$ cat src/rtl/dcp_pkg.sv
// Shared definitions for the DCP command blocks: dump FSM states, ASCII
// framing characters and transmit payload types.
package dcp_pkg;

  typedef enum logic [3:0] {
    StIdle,
    StScan,
    StPCmd,
    StPDash,
    StPAddr,
    StPColon,
    StRd,
    StPData,
    StPSep,
    StPCr,
    StPLf,
    StDone,
    StRearm
  } dcp_state_e;

  localparam logic [7:0] CH_DASH  = 8'h2D;
  localparam logic [7:0] CH_COLON = 8'h3A;
  localparam logic [7:0] CH_SPACE = 8'h20;
  localparam logic [7:0] CH_CR    = 8'h0D;
  localparam logic [7:0] CH_LF    = 8'h0A;

  localparam logic TYPE_CHAR = 1'b0;
  localparam logic TYPE_WORD = 1'b1;

  // Place an ASCII character in the low byte of a transmit payload.
  function automatic logic [31:0] char_word(input logic [7:0] i_ch);
    return {24'h0, i_ch};
  endfunction

endpackage

$ cat src/rtl/dcp_tx_seq.sv
// Generic req/ack transmit driver: a load captures payload and type and raises
// req, which is held until ack; o_done marks the accepting cycle.
module dcp_tx_seq
  import dcp_pkg::*;
(
  input  logic        clk,
  input  logic        rst,
  input  logic        i_load,
  input  logic [31:0] i_data,
  input  logic        i_type,
  input  logic        i_ack,
  output logic        o_req,
  output logic        o_type,
  output logic [31:0] o_data,
  output logic        o_done
);

  logic        r_req;
  logic        r_type;
  logic [31:0] r_data;

  // Capture payload on load, hold req until ack, drop it on the following edge.
  always_ff @(posedge clk or posedge rst) begin
    if (rst) begin
      r_req  <= 1'b0;
      r_type <= TYPE_CHAR;
      r_data <= 32'h0;
    end else if (i_load) begin
      r_req  <= 1'b1;
      r_type <= i_type;
      r_data <= i_data;
    end else if (r_req && i_ack) begin
      r_req <= 1'b0;
    end
  end

  // An ack seen while req is low is ignored.
  assign o_done = r_req & i_ack;
  assign o_req  = r_req;
  assign o_type = r_type;
  assign o_data = r_data;

endmodule

$ cat src/rtl/dcp_dump.sv
// Memory-dump command processor. Prints NLINES lines of the form
// <CMD_CHAR>-<addr>:<w0>..<wN-1>\r\n, continuing from the last dumped address
// when no operand is typed.
// Build option: define DCP_DUMP_SEP_EN to insert a space between data words.
module dcp_dump
  import dcp_pkg::*;
#(
  parameter logic [7:0]  CMD_CHAR = 8'h44,
  parameter int unsigned ADDR_W   = 32,
  parameter int unsigned DATA_W   = 32,
  parameter int unsigned NWORDS   = 8,
  parameter int unsigned NLINES   = 1,
  parameter int unsigned MEM_LAT  = 1
) (
  input  logic              clk,
  input  logic              rst,
  input  logic [7:0]        sel_mode,
  output logic              finish,
  output logic              req_rx,
  output logic              type_rx,
  input  logic [31:0]       din_rx,
  input  logic              flag_rx,
  input  logic              ack_rx,
  output logic              req_tx,
  output logic              type_tx,
  output logic [31:0]       dout,
  input  logic              ack_tx,
  output logic [ADDR_W-1:0] addr,
  input  logic [DATA_W-1:0] din_mem
);

  localparam logic [7:0] W_LAST = 8'(NWORDS - 1);
  localparam logic [7:0] L_LAST = 8'(NLINES - 1);
  localparam logic [2:0] LAT_C  = 3'(MEM_LAT);
  localparam logic [ADDR_W-1:0] ADDR_ONE = {{(ADDR_W-1){1'b0}}, 1'b1};

  dcp_state_e        r_state;
  logic [ADDR_W-1:0] r_cur;
  logic [ADDR_W-1:0] r_last;
  logic [7:0]        r_wcnt;
  logic [7:0]        r_lcnt;
  logic [2:0]        r_lat;
  logic [31:0]       r_word;
  logic              r_sent;
  logic              r_load;
  logic [31:0]       r_tx_data;
  logic              r_tx_type;
  logic              r_req_rx;
  logic              r_finish;

  logic              w_done;
  logic [31:0]       w_payload;
  logic              w_ptype;

  dcp_tx_seq u_tx_seq (
    .clk    (clk),
    .rst    (rst),
    .i_load (r_load),
    .i_data (r_tx_data),
    .i_type (r_tx_type),
    .i_ack  (ack_tx),
    .o_req  (req_tx),
    .o_type (type_tx),
    .o_data (dout),
    .o_done (w_done)
  );

  // Payload and type for the character or word belonging to each print state.
  always_comb begin
    w_payload = 32'h0;
    w_ptype   = TYPE_CHAR;
    case (r_state)
      StPCmd:   w_payload = char_word(CMD_CHAR);
      StPDash:  w_payload = char_word(CH_DASH);
      StPAddr: begin
        w_payload = 32'(r_cur);
        w_ptype   = TYPE_WORD;
      end
      StPColon: w_payload = char_word(CH_COLON);
      StPData: begin
        w_payload = r_word;
        w_ptype   = TYPE_WORD;
      end
      StPSep:   w_payload = char_word(CH_SPACE);
      StPCr:    w_payload = char_word(CH_CR);
      StPLf:    w_payload = char_word(CH_LF);
      default:  ;
    endcase
  end

  // Command sequencer: operand fetch, line framing, memory reads and rearm.
  always_ff @(posedge clk or posedge rst) begin
    if (rst) begin
      r_state   <= StIdle;
      r_cur     <= '0;
      r_last    <= '0;
      r_wcnt    <= 8'h0;
      r_lcnt    <= 8'h0;
      r_lat     <= 3'h0;
      r_word    <= 32'h0;
      r_sent    <= 1'b0;
      r_load    <= 1'b0;
      r_tx_data <= 32'h0;
      r_tx_type <= TYPE_CHAR;
      r_req_rx  <= 1'b0;
      r_finish  <= 1'b0;
    end else begin
      r_load   <= 1'b0;
      r_finish <= 1'b0;
      case (r_state)
        StIdle: begin
          if (sel_mode == CMD_CHAR) begin
            r_req_rx <= 1'b1;
            r_state  <= StScan;
          end
        end
        StScan: begin
          if (r_req_rx && ack_rx) begin
            r_req_rx <= 1'b0;
            r_cur    <= flag_rx ? r_last : din_rx[ADDR_W-1:0];
            r_wcnt   <= 8'h0;
            r_lcnt   <= 8'h0;
            r_sent   <= 1'b0;
            r_state  <= StPCmd;
          end
        end
        StRd: begin
          // addr follows r_cur, so the count starts at the address change.
          if (r_lat == LAT_C) begin
            r_word  <= 32'(din_mem);
            r_lat   <= 3'h0;
            r_state <= StPData;
          end else begin
            r_lat <= r_lat + 3'h1;
          end
        end
        StPCmd, StPDash, StPAddr, StPColon, StPData, StPSep, StPCr, StPLf: begin
          if (!r_sent) begin
            r_sent    <= 1'b1;
            r_load    <= 1'b1;
            r_tx_data <= w_payload;
            r_tx_type <= w_ptype;
          end else if (w_done) begin
            r_sent <= 1'b0;
            case (r_state)
              StPCmd:   r_state <= StPDash;
              StPDash:  r_state <= StPAddr;
              StPAddr:  r_state <= StPColon;
              StPColon: r_state <= StRd;
              StPData: begin
                r_cur <= r_cur + ADDR_ONE;
                if (r_wcnt < W_LAST) begin
                  r_wcnt <= r_wcnt + 8'h1;
`ifdef DCP_DUMP_SEP_EN
                  r_state <= StPSep;
`else
                  r_state <= StRd;
`endif
                end else begin
                  r_state <= StPCr;
                end
              end
              StPSep:   r_state <= StRd;
              StPCr:    r_state <= StPLf;
              StPLf: begin
                if (r_lcnt < L_LAST) begin
                  r_lcnt  <= r_lcnt + 8'h1;
                  r_wcnt  <= 8'h0;
                  r_state <= StPCmd;
                end else begin
                  r_state <= StDone;
                end
              end
              default:  r_state <= StIdle;
            endcase
          end
        end
        StDone: begin
          r_last   <= r_cur;
          r_finish <= 1'b1;
          r_state  <= StRearm;
        end
        StRearm: begin
          if (sel_mode != CMD_CHAR) r_state <= StIdle;
        end
        default: r_state <= StIdle;
      endcase
    end
  end

  assign addr    = r_cur;
  assign finish  = r_finish;
  assign req_rx  = r_req_rx;
  assign type_rx = TYPE_WORD;

endmodule
$ cat config.mk
export PLATFORM = sky130hd
export DESIGN_NAME = dcp_dump
export DESIGN_NICKNAME = d
export VERILOG_FILES = /design/src/rtl/dcp_pkg.sv /design/src/rtl/dcp_tx_seq.sv /design/src/rtl/dcp_dump.sv
export SDC_FILE = /design/constraint.sdc
export NUM_CORES = 1
export LEC_CHECK = 0
export CORE_MARGIN = 4
export CORE_UTILIZATION = 49
export CTS_CLUSTER_DIAMETER = 200
export DETAILED_ROUTE_END_ITERATION = 12
export PLACE_DENSITY = 0.74
export SLEW_MARGIN = 20
export SYNTH_ARGS = -nofsm -noshare
export SYNTH_HDL_FRONTEND = slang
export SYNTH_HIERARCHICAL = 1
export SYNTH_SLANG_ARGS = --single-unit
$ cat constraint.sdc
create_clock -name clk -period 5.05 [get_ports clk]
set_input_delay 1.01 -clock clk [delete_from_list [all_inputs] [get_ports clk]]
set_output_delay 1.01 -clock clk [all_outputs]
set_load 0.005 [all_outputs]
==> impl_metrics.ini, run 1 <==
[outcome]
outcome = complete, no violations

[clock_tree]
cts_root_buf = clkbuf_16
worst_skew_pair.late_latency_ns = 0.43
htreeDepth = 4
cts.sinks = 182
cts_made_buffers = 17
holdBufCountCts = 0
cts_tree = done
cts_resized = 0
cts_buffer_depth = 2
post_cts_buffers = 0
clkSlewWorstSetupHoldPaths_ns = 0.07

[die]
dieArea_mm2 = 0.0205
die_w_um = 143
rows = 49
floorplan.initialDensity = 0.498
die_height_um = 143
io_pins = 146
core_mm2 = 0.0180

[detailed_routing]
vias = 6931
first_iter_violations = 720
wirelength_um = 23400
drc = 0
ant_nets = 0
routedWlPerCell_um = 20.3
first_pass_iters = 5
routed_via_density = 6.01

[synthesis]
yosysSeqAreaShare = 0.509
ys.flop_type = dfrtp_1
syn_area_mm2 = 0.00895
async_reset_ff_frac = 1.00
ys_seq_elements = 182
synth_top_area_frac = 0.509
ys_top_cells_by_area = dfrtp_1 (51%), mux2_2 (10%), mux2_4 (4.9%), a21oi_1 (4.4%), a22oi_1 (2.6%)
post_synth_inst_count = 803
synth_fp_nets = 882
yosys_warnings = 6
synth_top_area_cell = dfrtp_1
syn_area_per_cell_um2 = 11.1
synth-edff-count = 0
yosysUniqueCellTypes = 68

[worst_setup_path]
reg2reg_to = r_tx_data[22]
required_ns = 5.33
start_kind = input port
r2r-start = r_state[0]
r2r_setup_slack_ns = 1.96
r2r_cells = 6
endpoint_kind = register
crit_fanout = 16
critPathArrivalTime_ns = 3.38
crit_type = in2reg

[timing]
fin_crit_ns = 3.10
layout_worst_path_cycle_share = 0.613
setup_slack_ns = 1.95
tightest_slew_ns = 1.05
drv_slew = 0
rsz0062_at_grt = false
relSlewSlack = 0.300
max_freq_mhz = 323
fin_setup_tns_ns = 0
skew_ns = 0.00894
hold_violations = 0
final-setup-viol-count = 0

[grt]
grt_use_total = 0.236
grt_max_degree = 89
grt_pass1_wl_um = 37900
grt_pass1_vias = 6823
overflow = 0
antenna_found_initial = 0

[hold_path]
hold_class = reg2reg
hp-start = r_last[9]
worstHoldPathCells = 2
hold-path-endpoint = r_last[9]

[final_layout]
finalNetCount = 991
syn2layout_area_growth_pct = 23.7
drive_gt1_frac = 0.185
layout.area.seq_mm2 = 0.00456
diodes = 0
multiInputGateArea_mm2 = 0.00402
fillers = 1430

[placed_design]
port_buffers = 144
gp_congestion = 0.856
dp_worst_setup_slack_ns = 1.49
dp.final_hpwl_um = 15800

[pwr]
power.density_mw_per_mm2 = 611
leakage_nw = 4.65
vdd_drop_max_uv = 297

[flow_run]
maxCapViolCount = 0
worst max-delay path, stage by stage:
cell             delay [ns]
clkdlybuf4s50_1        0.49
and2_1                 0.19
nand4_2                0.15
a211oi_4               0.64
buf_4                  0.33
o21ai_1                0.26
o211ai_1               0.18
o211ai_1               0.11
flip-flops by register name, summed over array words and instances (netlist names), 3 cells and up:
name and count:
r_tx_data 32, u_tx_seq/o_data 32, r_state 4, r_word 32, r_lat 3, r_wcnt 8
r_last 32, addr 32
per-layer routing:
layer  global-route usage  share of wire
met1                0.348           0.45
met3               0.0462          0.072
met4               0.0725          0.017
met5                    0              0
met2                0.354           0.46
how the worst max path moves through the flow:
stage / start / to / slack (ns) / cells after the start
floorplan: rst / addr[0] / 0.06 / 1
global placement: ack_tx / addr[27] / 1.55 / 7
finish: ack_tx / addr[25] / 1.95 / 8
detailed placement: ack_tx / addr[25] / 1.49 / 8
global route: r_state[0] / r_tx_data[6] / 1.71 / 5
CTS: ack_tx / addr[25] / 1.94 / 8
cells by family (layout without fill, tap and decap cells):
group / count (synthesis) / in the layout / share of synthesized area
buffers and inverters: 78 / 200 / 0.0443
and+or+nand+nor: 196 / 196 / 0.117
xor gates and xnor gates: 3 / 3 / 0.00294
other: 1 / 1 / 0.000419
muxes: 124 / 124 / 0.166
DFF: 182 / 182 / 0.509
adders and majority gates: 2 / 2 / 0.00280
AOI/OAI and AO/OA: 217 / 217 / 0.157
synth_stat cells, drive strengths merged, types with 4 or more instances:
library cell and n:
buf 38, nand4 13, nor4 8, nor2 45
o21ai 32, and2 5, o22a 9, a31oi 9
o211ai 9, mux2 109, a21oi 79, clkbuf 26
nor2b 4, dfrtp 182, o21a 6, and4 7
nand3 36, a211oi 4, inv 14, or4 4
a22oi 31, mux2i 15, and3 5, nand2 42
nor3 11, o22ai 9
layout make-up:
class                   instances  area share
repair buffers                154       0.139
clock buffers                  17      0.0384
multi-input cells             543       0.363
inverters                      14     0.00520
flip-flops and latches        182       0.412
clock inverters                15      0.0167
well taps                     229      0.0259
per-stage QoR:
stage                     hold WS [ns]  area [µm²]  power, mW   util  cells
after CTS                        0.485       11100       6.78  0.616   1154
after global routing             0.511       11100       7.21  0.616   1154
after floorplan                  0.444        8950       4.33      -    803
after detailed placement         0.470       10500       5.39  0.582   1122
final                            0.480       11100       6.76  0.616   1154
after global placement           0.459       10500       5.29  0.582   1122
report_power, final:
group          internal (mW)  switching, mW
clock network          0.753          0.622
logic                   1.46           1.14
registers               2.09          0.697
cell usage in the layout, fill, tap and decap left out, drive strengths merged, types with 4 or more instances in the layout:
cell type / count
clkdlybuf4s50: 143
nand2: 42
a31oi: 9
o21ai: 32
buf: 11
nand3: 36
and4: 7
nor2b: 4
and3: 5
o21a: 6
and2: 5
o22ai: 9
dfrtp: 182
a21oi: 79
o22a: 9
o211ai: 9
nor2: 45
inv: 22
a22oi: 31
nor4: 8
nand4: 13
a211oi: 4
or4: 4
clkinv: 5
mux2: 109
nor3: 11
mux2i: 15
clkbuf: 17
Power figures use the tool's default switching activity.
==> run 2, diff against run 1 <==
==> constraint.sdc (replaced) <==
create_clock -name clk -period 2.7 [get_ports clk]
set_input_delay 0.54 -clock clk [delete_from_list [all_inputs] [get_ports clk]]
set_output_delay 0.54 -clock clk [all_outputs]
set_load 0.005 [all_outputs]
==> run 2 against run 1 <==
Compared with the run above: worst setup slack got worse by 1.6 ns; clock power rose by 84%; clock skew rose by 0.0052 ns; routed wire length rose by 4.1%; first-iteration DRC count fell by 13%; via count rose by 3.8%; worst hold slack got worse by 0.063 ns; non-clock buffer count rose by 36; sequential cell count did not move; largest cell class unchanged.
==> impl_metrics.ini, run 2 (synthesized netlist as in run 1, its figures left out) <==
[outcome]
outcome = complete, no violations

[placed_design]
port_buffers = 144
gp_congestion = 0.885
dp.final_hpwl_um = 16800

[timing]
layout_worst_path_cycle_share = 0.853
max_freq_mhz = 434
fin_setup_tns_ns = 0
skew_ns = 0.0142
rsz0062_at_grt = false
drv_slew = 0
fin_crit_ns = 2.30
relSlewSlack = 0.504
final-setup-viol-count = 0
tightest_slew_ns = 0.743
hold_violations = 0

[die]
die_w_um = 143
rows = 49
floorplan.initialDensity = 0.498
die_height_um = 143
dieArea_mm2 = 0.0205
core_mm2 = 0.0180
io_pins = 146

[grt]
grt_max_degree = 106
antenna_found_initial = 2
grt_pass1_wl_um = 38700
grt_pass1_vias = 7112
overflow = 0
grt_use_total = 0.242

[clock_tree]
htreeDepth = 4
cts_made_buffers = 17
holdBufCountCts = 0
clkSlewWorstSetupHoldPaths_ns = 0.08
worst_skew_pair.late_latency_ns = 0.44
cts_root_buf = clkbuf_16
cts.sinks = 182
cts_resized = 0
post_cts_buffers = 0
cts_tree = done
cts_buffer_depth = 2

[detailed_routing]
ant_nets = 0
drc = 0
routed_via_density = 6.05
first_iter_violations = 626
first_pass_iters = 5
vias = 7195
routedWlPerCell_um = 20.5
wirelength_um = 24400

[hold_path]
hold_class = in2async

[pwr]
p_comb_frac = 0.418
p_switching_mw = 4.75
p_sw_frac = 0.369
p_seq_frac = 0.385
vdd_drop_max_uv = 618
power_mw = 12.9
leakage_nw = 4.82
p_clk_frac = 0.197
power.density_mw_per_mm2 = 1130
p_int_mw = 8.13

[final_layout]
diodes = 0
drive_gt1_frac = 0.214
fin_util = 0.632
finalNetCount = 1027
final_cell_mix = dfrtp_1 (181), clkdlybuf4s50_1 (143), mux2_2 (80)
final_common_cell = dfrtp_1
syn2layout_area_growth_pct = 27.0

[worst_setup_path]
crit_fanout = 10
crit_type = reg2reg
critPathArrivalTime_ns = 2.62
endpoint_kind = register
start_kind = register
required_ns = 3.02

[flow_run]
maxCapViolCount = 0
## run 2: changes by cell type in the layout (fill, tap and decap cells not counted)
cell,previous run,this run
buf_4,8,42
clkinv_8,1,4
clkinvlp_4,0,3
inv_6,6,3
buf_12,2,4
a211o_1,1,2
a211o_2,1,0
bufinv_16,2,1
clkinv_2,1,0
clkinv_4,3,2
## run 2: worst paths after layout
kind | endpoint | cells past startpoint | startpoint | slack, ns
worst min-delay path | u_tx_seq/o_data[17] | 2 | rst | 0.42
worst max-delay path | addr[28] | 5 | r_state[3] | 0.40
min in group clk | r_last[11] | 2 | r_last[11] | 0.48
worst min register to register | r_last[11] | 2 | r_last[11] | 0.48
max in group asynchronous | r_load | 3 | rst | 1.54
worst max register to register | addr[28] | 5 | r_state[3] | 0.40
## run 2: worst max-delay path: stages (launching register included)
cell	delay [ns]
dfrtp_1	0.47
buf_4	0.22
o21a_1	0.39
o21ai_1	0.63
o21ai_0	0.17
or3_1	0.32
## run 2: layout make-up
class / instances / area, µm²
Clock inverter: 15 / 188
Fill cell: 1450 / 6600
Inverter: 14 / 56.3
Sequential cell: 182 / 4560
Clock buffer: 17 / 425
Tap cell: 229 / 287
Timing Repair Buffer: 190 / 1830
Multi-Input combinational cell: 543 / 4020
## run 2: power by group through the flow
| stage | logic (mW) | registers, mW | clock network [mW] |
|---|---|---|---|
| after floorplan | 3.50 | 4.60 | 0 |
| after global placement | 5.19 | 4.91 | 0 |
| after detailed placement | 5.32 | 4.97 | 0 |
| after CTS | 5.38 | 4.94 | 2.58 |
| after global routing | 5.88 | 5.10 | 2.69 |
| final | 5.38 | 4.96 | 2.54 |
## run 2: metal layers
layer,up-vias,global-route usage,part of all wire
met2,315,0.361,0.45
met1,3545,0.345,0.45
met4,4,0.104,0.030
met5,-,0,0.0011
li1,3282,-,-
met3,49,0.0476,0.068
## run 2: stage by stage
stage | setup WS (ns) | cells | hold WS (ns) | instance area, µm²
finish | 0.396 | 1190 | 0.417 | 11400
global route | 0.264 | 1190 | 0.448 | 11400
CTS | 0.451 | 1190 | 0.421 | 11400
detailed placement | 0.105 | 1158 | 0.471 | 10700
global placement | 0.150 | 1158 | 0.462 | 10700
floorplan | 0.299 | 803 | 0.444 | 8950
==> run 3, diff against run 2 <==
--- a/config.mk
+++ b/config.mk
@@ -9,6 +9,7 @@
 export CORE_UTILIZATION = 49
 export CTS_CLUSTER_DIAMETER = 200
 export DETAILED_ROUTE_END_ITERATION = 12
+export MAX_ROUTING_LAYER = met4
 export PLACE_DENSITY = 0.74
 export SLEW_MARGIN = 20
 export SYNTH_ARGS = -nofsm -noshare
==> run 3 against run 2 <==
Compared with the run above: worst setup slack worse by 0.090 ns; routed wire length is 2.3% lower; cell area down 0.16%; via count down 0.63%; critical path depth unchanged; largest power group unchanged; power decreased by 0.58%; highest routed layer is now met4.
==> impl_metrics.ini, run 3 (synthesized netlist as in run 1, its figures left out) <==
[worst_setup_path]
r2r_cells = 5
crit_type = reg2reg
r2r_setup_slack_ns = 0.31
required_ns = 3.02
r2r-start = r_state[0]
crit_fanout = 9
cp-startpoint = r_state[0]
reg2reg_to = addr[28]
endpoint_kind = register
start_kind = register
critPathArrivalTime_ns = 2.71

[placed_design]
dp.final_hpwl_um = 16700
gp_congestion = 0.913
placed_area_mm2 = 0.0107
port_buffers = 144

[grt]
use_met3 = 0.0502
grt_util_met1 = 0.345
grt_pass1_vias = 7103
grt_pass1_wl_um = 38200
grt.met2_usage = 0.356
antenna_found_initial = 0
grt_use_total = 0.245
busiest_layer = met2
overflow = 0
grt_max_degree = 106

[timing]
fin_crit_ns = 2.39
layout_worst_path_cycle_share = 0.886
max_freq_mhz = 418
final-setup-viol-count = 0
rsz0062_at_grt = false
hold_violations = 0
drv_slew = 0
holdWs_ns = 0.430
relSlewSlack = 0.294
fin_setup_tns_ns = 0
skew_ns = 0.0158
tightest_slew_ns = 1.06

[die]
die_w_um = 143
floorplan.initialDensity = 0.498
dieArea_mm2 = 0.0205
rows = 49
core_mm2 = 0.0180
io_pins = 146
die_height_um = 143

[final_layout]
syn2layout_area_growth_pct = 26.8
final_area_mm2 = 0.0113
fin_util = 0.631
final_common_cell = dfrtp_1
diodes = 0
final_cell_mix = dfrtp_1 (181), clkdlybuf4s50_1 (143), mux2_2 (80)
finalNetCount = 1027
drive_gt1_frac = 0.214

[clock_tree]
cts_made_buffers = 17
cts_tree = done
cts.sinks = 182
worst_skew_pair.late_latency_ns = 0.44
cts_buffer_depth = 2
clkSlewWorstSetupHoldPaths_ns = 0.07
post_cts_buffers = 0
htreeDepth = 4
cts_root_buf = clkbuf_16
cts_resized = 0
holdBufCountCts = 0

[detailed_routing]
vias = 7150
drc = 0
wirelength_um = 23800
first_iter_violations = 578
routedWlPerCell_um = 20.0
routed_via_density = 6.01
ant_nets = 0
first_pass_iters = 7

[pwr]
p_switching_mw = 4.66
leakage_nw = 4.82
power.density_mw_per_mm2 = 1130
p_int_mw = 8.15
p_seq_frac = 0.390
p_comb_frac = 0.414
p_sw_frac = 0.364
vdd_drop_max_uv = 545
p_clk_frac = 0.196

[flow_run]
maxCapViolCount = 0

[hold_path]
hold_class = in2async

[outcome]
outcome = complete, no violations
-- run 3: cell type report --
| cell class | instances | area (µm²) |
|---|---|---|
| multi-input combinational | 543 | 4020 |
| timing repair buffer | 190 | 1830 |
| clock inverter | 14 | 155 |
| inverter | 14 | 56.3 |
| fill | 1443 | 6620 |
| clock buffer | 18 | 439 |
| sequential | 182 | 4560 |
| tap | 229 | 287 |
-- run 3: metal layers --
metal  vias to the layer above  part of all wire
li1                       3269                 -
met1                      3563              0.44
met2                       285              0.46
met3                        33             0.077
met4                         0             0.021
met5                         -                 0
-- run 3: critical path, stage by stage (launching register included) --
cell	delay (ns)
dfrtp_1	0.55
and2b_1	0.27
o21a_1	0.36
o21ai_1	0.61
o21ai_0	0.18
or3_1	0.32
-- run 3: stage by stage --
stage | std cells | total power [mW] | setup slack (ns)
floorplan | 803 | 8.10 | 0.299
global placement | 1158 | 10.1 | 0.182
detailed placement | 1158 | 10.3 | 0.150
CTS | 1190 | 12.8 | 0.348
global route | 1190 | 13.6 | 0.126
finish | 1190 | 12.8 | 0.307
-- run 3: worst max path at each step --
stage | endpoint | slack [ns] | depth (start not counted)
floorplan | addr[0] | 0.30 | 1
global placement | addr[25] | 0.18 | 8
detailed placement | addr[25] | 0.15 | 8
CTS | addr[28] | 0.35 | 5
global route | addr[28] | 0.13 | 5
finish | addr[28] | 0.31 | 5
-- run 3: power by group through the flow --
stage	logic, mW	clock network [mW]	registers [mW]
2_1_floorplan	3.50	0	4.60
3_3_place_gp	5.14	0	4.96
3_5_place_dp	5.26	0	5.02
4_1_cts	5.31	2.55	4.97
5_1_grt	5.79	2.66	5.14
6_report	5.31	2.51	4.99
